## config.mk

```make
export PLATFORM = sky130hd
export DESIGN_NAME = write_back_unit
export DESIGN_NICKNAME = d
export VERILOG_FILES = /design/src/rtl/write_back_unit.sv
export SDC_FILE = /design/constraint.sdc
export NUM_CORES = 2
export LEC_CHECK = 0
export ABC_AREA = 0
export ABC_CLOCK_PERIOD_IN_PS = 9000
export BUFFER_PORTS_ARGS = -buffer_cell sky130_fd_sc_hd__buf_2
export CAP_MARGIN = 0
export CORE_ASPECT_RATIO = 1.4
export CORE_MARGIN = 2
export CORE_UTILIZATION = 57
export DETAILED_ROUTE_END_ITERATION = 8
export PLACE_DENSITY = 0.73
export RECOVER_POWER = 100
export SKIP_CTS_REPAIR_TIMING = 1
export SYNTH_ARGS = -nofsm -noshare
export SYNTH_HDL_FRONTEND = slang
export SYNTH_SLANG_ARGS = --single-unit
```

## constraint.sdc

```tcl
create_clock -name i_clock -period 9 [get_ports i_clock]
set_input_delay 1.35 -clock i_clock [delete_from_list [all_inputs] [get_ports i_clock]]
set_output_delay 1.35 -clock i_clock [all_outputs]
set_load 0.1 [all_outputs]
```

## src/rtl/write_back_unit.sv

```systemverilog
// ---------------------------------------------------------------------------
// write_back_unit
//
// Write-back stage of the pipeline combined with the register file it
// commits into. Selects the write-back word (memory data or ALU result),
// writes it into the register file, forwards it to the decode-stage read
// ports in the same cycle, exposes a registered debug read port and keeps
// a running count of committed register writes.
//
// Parameters
//   NB_ADDR          register-file address width (2**NB_ADDR registers)
//   NB_DATA          data width
//
// Ports
//   i_clock          clock, all state updates on the rising edge
//   i_reset          synchronous, active-low reset
//   i_data_readed    data-memory read word from the memory-access stage
//   i_alu_result     ALU result from the memory-access stage
//   i_rf_wr_enb      register-file write enable
//   i_rf_wr_data_src write-data select: 1 = memory data, 0 = ALU result
//   i_rf_wr_addr     destination register
//   i_rd_addr_a      decode-stage read address A
//   i_rd_addr_b      decode-stage read address B
//   i_dbg_addr       debug read address
//   o_rd_data_a      read data A (combinational, with write bypass)
//   o_rd_data_b      read data B (combinational, with write bypass)
//   o_dbg_data       debug read data, registered, post-write contents
//   o_wb_data        selected write-back data, for forwarding
//   o_wb_wr_enb      effective write strobe (enable and non-zero address)
//   o_wr_count       number of committed register writes (wraps)
// ---------------------------------------------------------------------------
module write_back_unit #(
    parameter int NB_ADDR = 5,
    parameter int NB_DATA = 2**NB_ADDR
) (
    input  logic               i_clock,
    input  logic               i_reset,
    input  logic [NB_DATA-1:0] i_data_readed,
    input  logic [NB_DATA-1:0] i_alu_result,
    input  logic               i_rf_wr_enb,
    input  logic               i_rf_wr_data_src,
    input  logic [NB_ADDR-1:0] i_rf_wr_addr,
    input  logic [NB_ADDR-1:0] i_rd_addr_a,
    input  logic [NB_ADDR-1:0] i_rd_addr_b,
    input  logic [NB_ADDR-1:0] i_dbg_addr,
    output logic [NB_DATA-1:0] o_rd_data_a,
    output logic [NB_DATA-1:0] o_rd_data_b,
    output logic [NB_DATA-1:0] o_dbg_data,
    output logic [NB_DATA-1:0] o_wb_data,
    output logic               o_wb_wr_enb,
    output logic [NB_DATA-1:0] o_wr_count
);

    localparam int NB_REGS = 2**NB_ADDR;

    logic [NB_DATA-1:0] regs [NB_REGS];
    logic [NB_DATA-1:0] dbg_next;

    // Write-back data select and effective write strobe. A write aimed at
    // register 0 is dropped here, so nothing downstream has to special-case
    // it: the register never changes and the counter never sees it.
    always_comb begin
        o_wb_data   = i_rf_wr_data_src ? i_data_readed : i_alu_result;
        o_wb_wr_enb = i_rf_wr_enb && (i_rf_wr_addr != '0);
    end

    // Read ports are write-first: a read of the register being written this
    // cycle returns the new value. Register 0 is masked explicitly so it reads
    // zero even before the first reset edge has cleared the array. The bypass
    // does not look at i_reset, so forwarding keeps working during reset.
    always_comb begin
        o_rd_data_a = regs[i_rd_addr_a];
        if (i_rd_addr_a == '0) begin
            o_rd_data_a = '0;
        end
        if (o_wb_wr_enb && (i_rd_addr_a == i_rf_wr_addr)) begin
            o_rd_data_a = o_wb_data;
        end

        o_rd_data_b = regs[i_rd_addr_b];
        if (i_rd_addr_b == '0) begin
            o_rd_data_b = '0;
        end
        if (o_wb_wr_enb && (i_rd_addr_b == i_rf_wr_addr)) begin
            o_rd_data_b = o_wb_data;
        end
    end

    // The debug port captures the contents as they will be after this edge's
    // write, so a write and a debug read of the same register in one cycle
    // shows the new value on the following cycle.
    always_comb begin
        dbg_next = regs[i_dbg_addr];
        if (i_dbg_addr == '0) begin
            dbg_next = '0;
        end
        if (o_wb_wr_enb && (i_dbg_addr == i_rf_wr_addr)) begin
            dbg_next = o_wb_data;
        end
    end

    // Register file, debug register and write counter. Reset wins over a
    // write in the same cycle: the write is neither stored nor counted.
    always_ff @(posedge i_clock) begin
        if (!i_reset) begin
            for (int i = 0; i < NB_REGS; i++) begin
                regs[i] <= '0;
            end
            o_dbg_data <= '0;
            o_wr_count <= '0;
        end else begin
            if (o_wb_wr_enb) begin
                regs[i_rf_wr_addr] <= o_wb_data;
                o_wr_count         <= o_wr_count + {{(NB_DATA-1){1'b0}}, 1'b1};
            end
            o_dbg_data <= dbg_next;
        end
    end

endmodule

```

== Word-level counts from Yosys, hierarchy flattened ==
Memory sizes are Yosys's and may differ from the RTL's.
Cells that the tools add are included.

* Memory bits (writable): 1024
* Bits in registers: 64
* Memories: 1
* Output and inout bits: 161
* Input port bits: 88
* Logic and storage cells: 30

* Reductions and logical operators: 9
* Add/subtract/negate cells: 1
* Muxes and demuxes: 14
* Equal/unequal tests: 3

{| class="wikitable"
|+ Memory list
! memory !! depth !! width !! read ports !! clocked after memory_dff !! write ports !! RTL line !! text
|-
| regs || 32 || 32 || 3 || 0 || 32 || 56 || <nowiki>logic [NB_DATA-1:0] regs [NB_REGS];</nowiki>
|}

{| class="wikitable"
|+ Operator list
! cell !! count
|-
| $mux W32 || 8
|-
| $add A32 B1 Y32 const B || 1
|-
| $reduce_or A32 Y1 || 1
|-
| $eq A5 B5 Y1 || 3
|-
| $logic_not A5 Y1 || 3
|-
| $mux W1 || 5
|-
| $mux W5 || 1
|-
| $reduce_bool A5 Y1 || 1
|-
| $logic_and A1 B1 Y1 || 4
|}

== Depth between registers and ports, before layout ==
* Depth after elaboration: 7
* Mapped depth: 10
* Depth with buffers taken out: 6

== Worst setup path before layout ==
OpenSTA, ideal clock, no wires.

* Path kind: input port to output port
* From: input port i_rf_wr_addr[4]
* To: output port o_rd_data_b[10]
* Arrival time: 4583 ps
* Path buffers: 2
* Required time: 7650 ps
* Setup slack: 3067 ps
* Cell stages on the path: 7
* Cell sequence: buf_4 > or3_1 > o21ai_2 > inv_2 > a311o_1 > clkbuf_1 > o221ai_1

* Longest elaborated chain between the ends: 4
* Elaborated cells on any way between the ends: 5
* Classes of those cells: eq/ne: 1; mux: 1; reduce/logical: 3

{| class="wikitable"
|+ RTL lines
! item !! RTL line !! text
|-
| start, declared || 42 || <nowiki>input logic [NB_ADDR-1:0] i_rf_wr_addr,</nowiki>
|-
| $reduce_bool A5 Y1 || 64 || <nowiki>o_wb_wr_enb = i_rf_wr_enb && (i_rf_wr_addr != '0);</nowiki>
|-
| $logic_and A1 B1 Y1 || 64 ||
|-
| via o_wb_wr_enb || 50 || <nowiki>output logic o_wb_wr_enb,</nowiki>
|-
| $logic_and A1 B1 Y1 || 84 || <nowiki>if (o_wb_wr_enb && (i_rd_addr_b == i_rf_wr_addr)) begin</nowiki>
|-
| $mux W32 || 84 ||
|-
| end, declared || 47 || <nowiki>output logic [NB_DATA-1:0] o_rd_data_b,</nowiki>
|}

The timed path passes the listed nets, and every way through them passes these cells.

==> qor.txt <==
slew margin rel.: -200%
vias in the first global route: 50592
I/O Buffers: 248
Die Y: 401 um
HP Class: reg2reg
most frequent cells in the layout: nor2_1, edfxtp_1, mux4_2
WP data required: 9010 ps
RR Startpoint: o_wr_count[4]
H-tree level count: 3
Post-DP HPWL: 140000 um
maximum VDD drop: 0.000190 V
register area share after synthesis: 50.0%
post-synthesis instance total: 4948
Final Max Tran Viols: 2121
Worst-path clk slew: 60 ps
clock latency on the worst-skew pair: 750 ps
worst-case reg-to-reg path depth: 5
CTS Root Cell: clkbuf_16
DRT Pass-1 Iters: 9
power per cell area: 193 mW/mm^2
routed vias/inst: 8.01
maximum number of pins on one net before global-route repair: 145
RSZ-0062 raised after global routing: no
Cell variety after synth: 51
WL final: 259000 um
P_leak: 25.0 nW
Finished Layout Cells: 6506
worst setup path end: regs[18][9]
Netlist Area Pre-Place: 0.0641 sq mm
Max Clk Rate: 122 MHz
routed len/inst: 39.8 um
commonest non-fill, non-tap cell in the layout: nor2_1
first-pass GRT wire length: 360000 um
status: complete, but fails checks
CP Launch Point: i_reset
# DRC: 3
Yosys reg bits: 1088
Setup crit start kind: input port
Area Growth Syn to Fin: 9.34%
Critical R2R Capture: o_wr_count[28]
Primary FF master, synth: edfxtp_1
initial antenna violation count: 12
Crit Path Max Fanout: 33
Std-Cell Rows: 145
Mean Syn Cell Area: 12.9 sq um
clk_skew: 40.6 ps
endpoints failing setup: 0
Horiz. Die Dim: 287 um
WS Path Type: in2reg
min Tclk post-route: 8220 ps
vias: 52120
TritonCTS clock tree: done
Max clock buf depth: 3
RD Place Congestion: 0.919
failing checks: DRC, capacitance limit, slew limit
# IOs: 249
number of enable flip-flop cells after synthesis: 1024
final net count: 5032
share of cells above drive strength 1: 21.5%
fraction of the cycle the final worst path needs: 91.3%
grt total ovfl: 0
Worst Tran Pin Value: 4490 ps
final hold violation count: 0
Starting Density: 57.4%
Num Clock Sinks: 1088
DR iter-0 viols: 10093
setup_tns: 0 ps
critical path capture point type: register
total global-route track usage: 44.5%
yosys warns: 0
max cap viols: 69
Fillers: 8281
antenna-violating nets left: 0
placed cells: 6305
asr flop ratio synth: 0%
number of buffers created by CTS: 106
core area: 0.112 sq mm
Worst R2R Setup Slack: 6430 ps
Worst Path Arrival: 8230 ps
die area: 0.115 sq mm
[sequential cells by signal, indices dropped and copies added, names as in the netlist]
signal / count
regs: 1024
o_dbg_data: 32
o_wr_count: 32
[cells by family (layout without fill, tap and decap cells)]
family | count (synthesis) | count (layout) | synth area share (%)
AO/OA/AOI/OAI | 643 | 643 | 7.49
XOR/XNOR | 24 | 24 | 0.328
adder cells (fa/ha/maj) | 1 | 1 | 0.0195
buffers and inverters | 617 | 669 | 3.97
flip-flops | 1088 | 1088 | 50.0
multiplexers | 1120 | 1120 | 28.9
other | 1 | 37 | 0.00585
AND/OR/NAND/NOR | 1454 | 1454 | 9.25
[through the flow]
stage                     hold slack (ps)  area [sq um]  power (mW)  utilization (%)  setup WS [ps]
after floorplan                       836         64200        7.96                -           3070
after global placement                457         66900        8.77             60.0           2730
after detailed placement              473         66900        8.82             60.0           2590
after CTS                             486         70500        13.4             63.2           2590
after global routing                  508         70000        13.7             62.8           1210
final                                 488         70000        13.5             62.8            784
[per-layer routing]
layer	track usage, %	wire length, um	share of wire [%]
met3	17.3	45300	17
met4	38.6	28600	11
met1	52.0	73900	29
met2	63.8	111000	43
met5	0.212	123	0.047
[worst max-delay path, stage by stage]
cell and delay (ps):
clkbuf_1 290, nand2_1 180, nor3_1 50, clkbuf_1 270, nand2_2 140, clkbuf_1 2900, nand2_1 1590, clkbuf_1 1410
[Yosys cell counts (9+ instances only)]
library cell  count  share of area (%)
inv_1            75               0.44
buf_2            91               0.71
o22ai_1          33               0.32
nand3_1          61               0.48
and3_1           63               0.62
buf_4            27               0.32
or3_1            12               0.12
edfxtp_1       1024                 48
a221o_1          68                1.1
buf_1            34               0.20
o21ai_0         135                1.1
or4_1            11               0.13
xnor2_1          16               0.22
nor3_1           28               0.22
o31ai_1           9               0.11
o32ai_1          13               0.18
a21oi_1          64               0.50
nand2_1         212                1.2
nor2_1         1029                6.0
or2_2            13               0.13
dfxtp_1          64                2.0
mux4_2          586                 21
a31o_2           18               0.25
clkbuf_1        386                2.3
a221oi_1        180                2.5
a22oi_1          45               0.53
o221ai_1         63               0.86
mux2i_1         534                8.3
[cell type report]
type | count | area (sq um) | share of cell area, %
sequential | 1088 | 32000 | 45.7
timing repair buffer | 396 | 2130 | 3.04
tap | 1470 | 1840 | 2.63
antenna | 5 | 12.5 | 0.0179
multi-input combinational | 3274 | 30100 | 43.0
inverter | 77 | 295 | 0.422
clock inverter | 67 | 719 | 1.03
clock buffer | 129 | 2870 | 4.10
[worst min-delay path by stage]
stage              startpoint              to  depth (start not counted)
2_1_floorplan    regs[12][23]  o_dbg_data[23]                          4
6_report       o_wr_count[31]  o_wr_count[31]                          2
5_1_grt        o_wr_count[31]  o_wr_count[31]                          2
4_1_cts        o_wr_count[31]  o_wr_count[31]                          2
3_3_place_gp   o_wr_count[31]  o_wr_count[31]                          2
3_5_place_dp   o_wr_count[31]  o_wr_count[31]                          2
[report_power, final]
| group | internal (mW) | leakage (nW) | switching (mW) |
|---|---|---|---|
| Combinational | 0.848 | 13.0 | 1.92 |
| Clock | 2.69 | 1.78 | 2.03 |
| Sequential | 5.84 | 10.3 | 0.225 |
| Total | 9.38 | 25.0 | 4.17 |
Power figures use the tool's default switching activity.
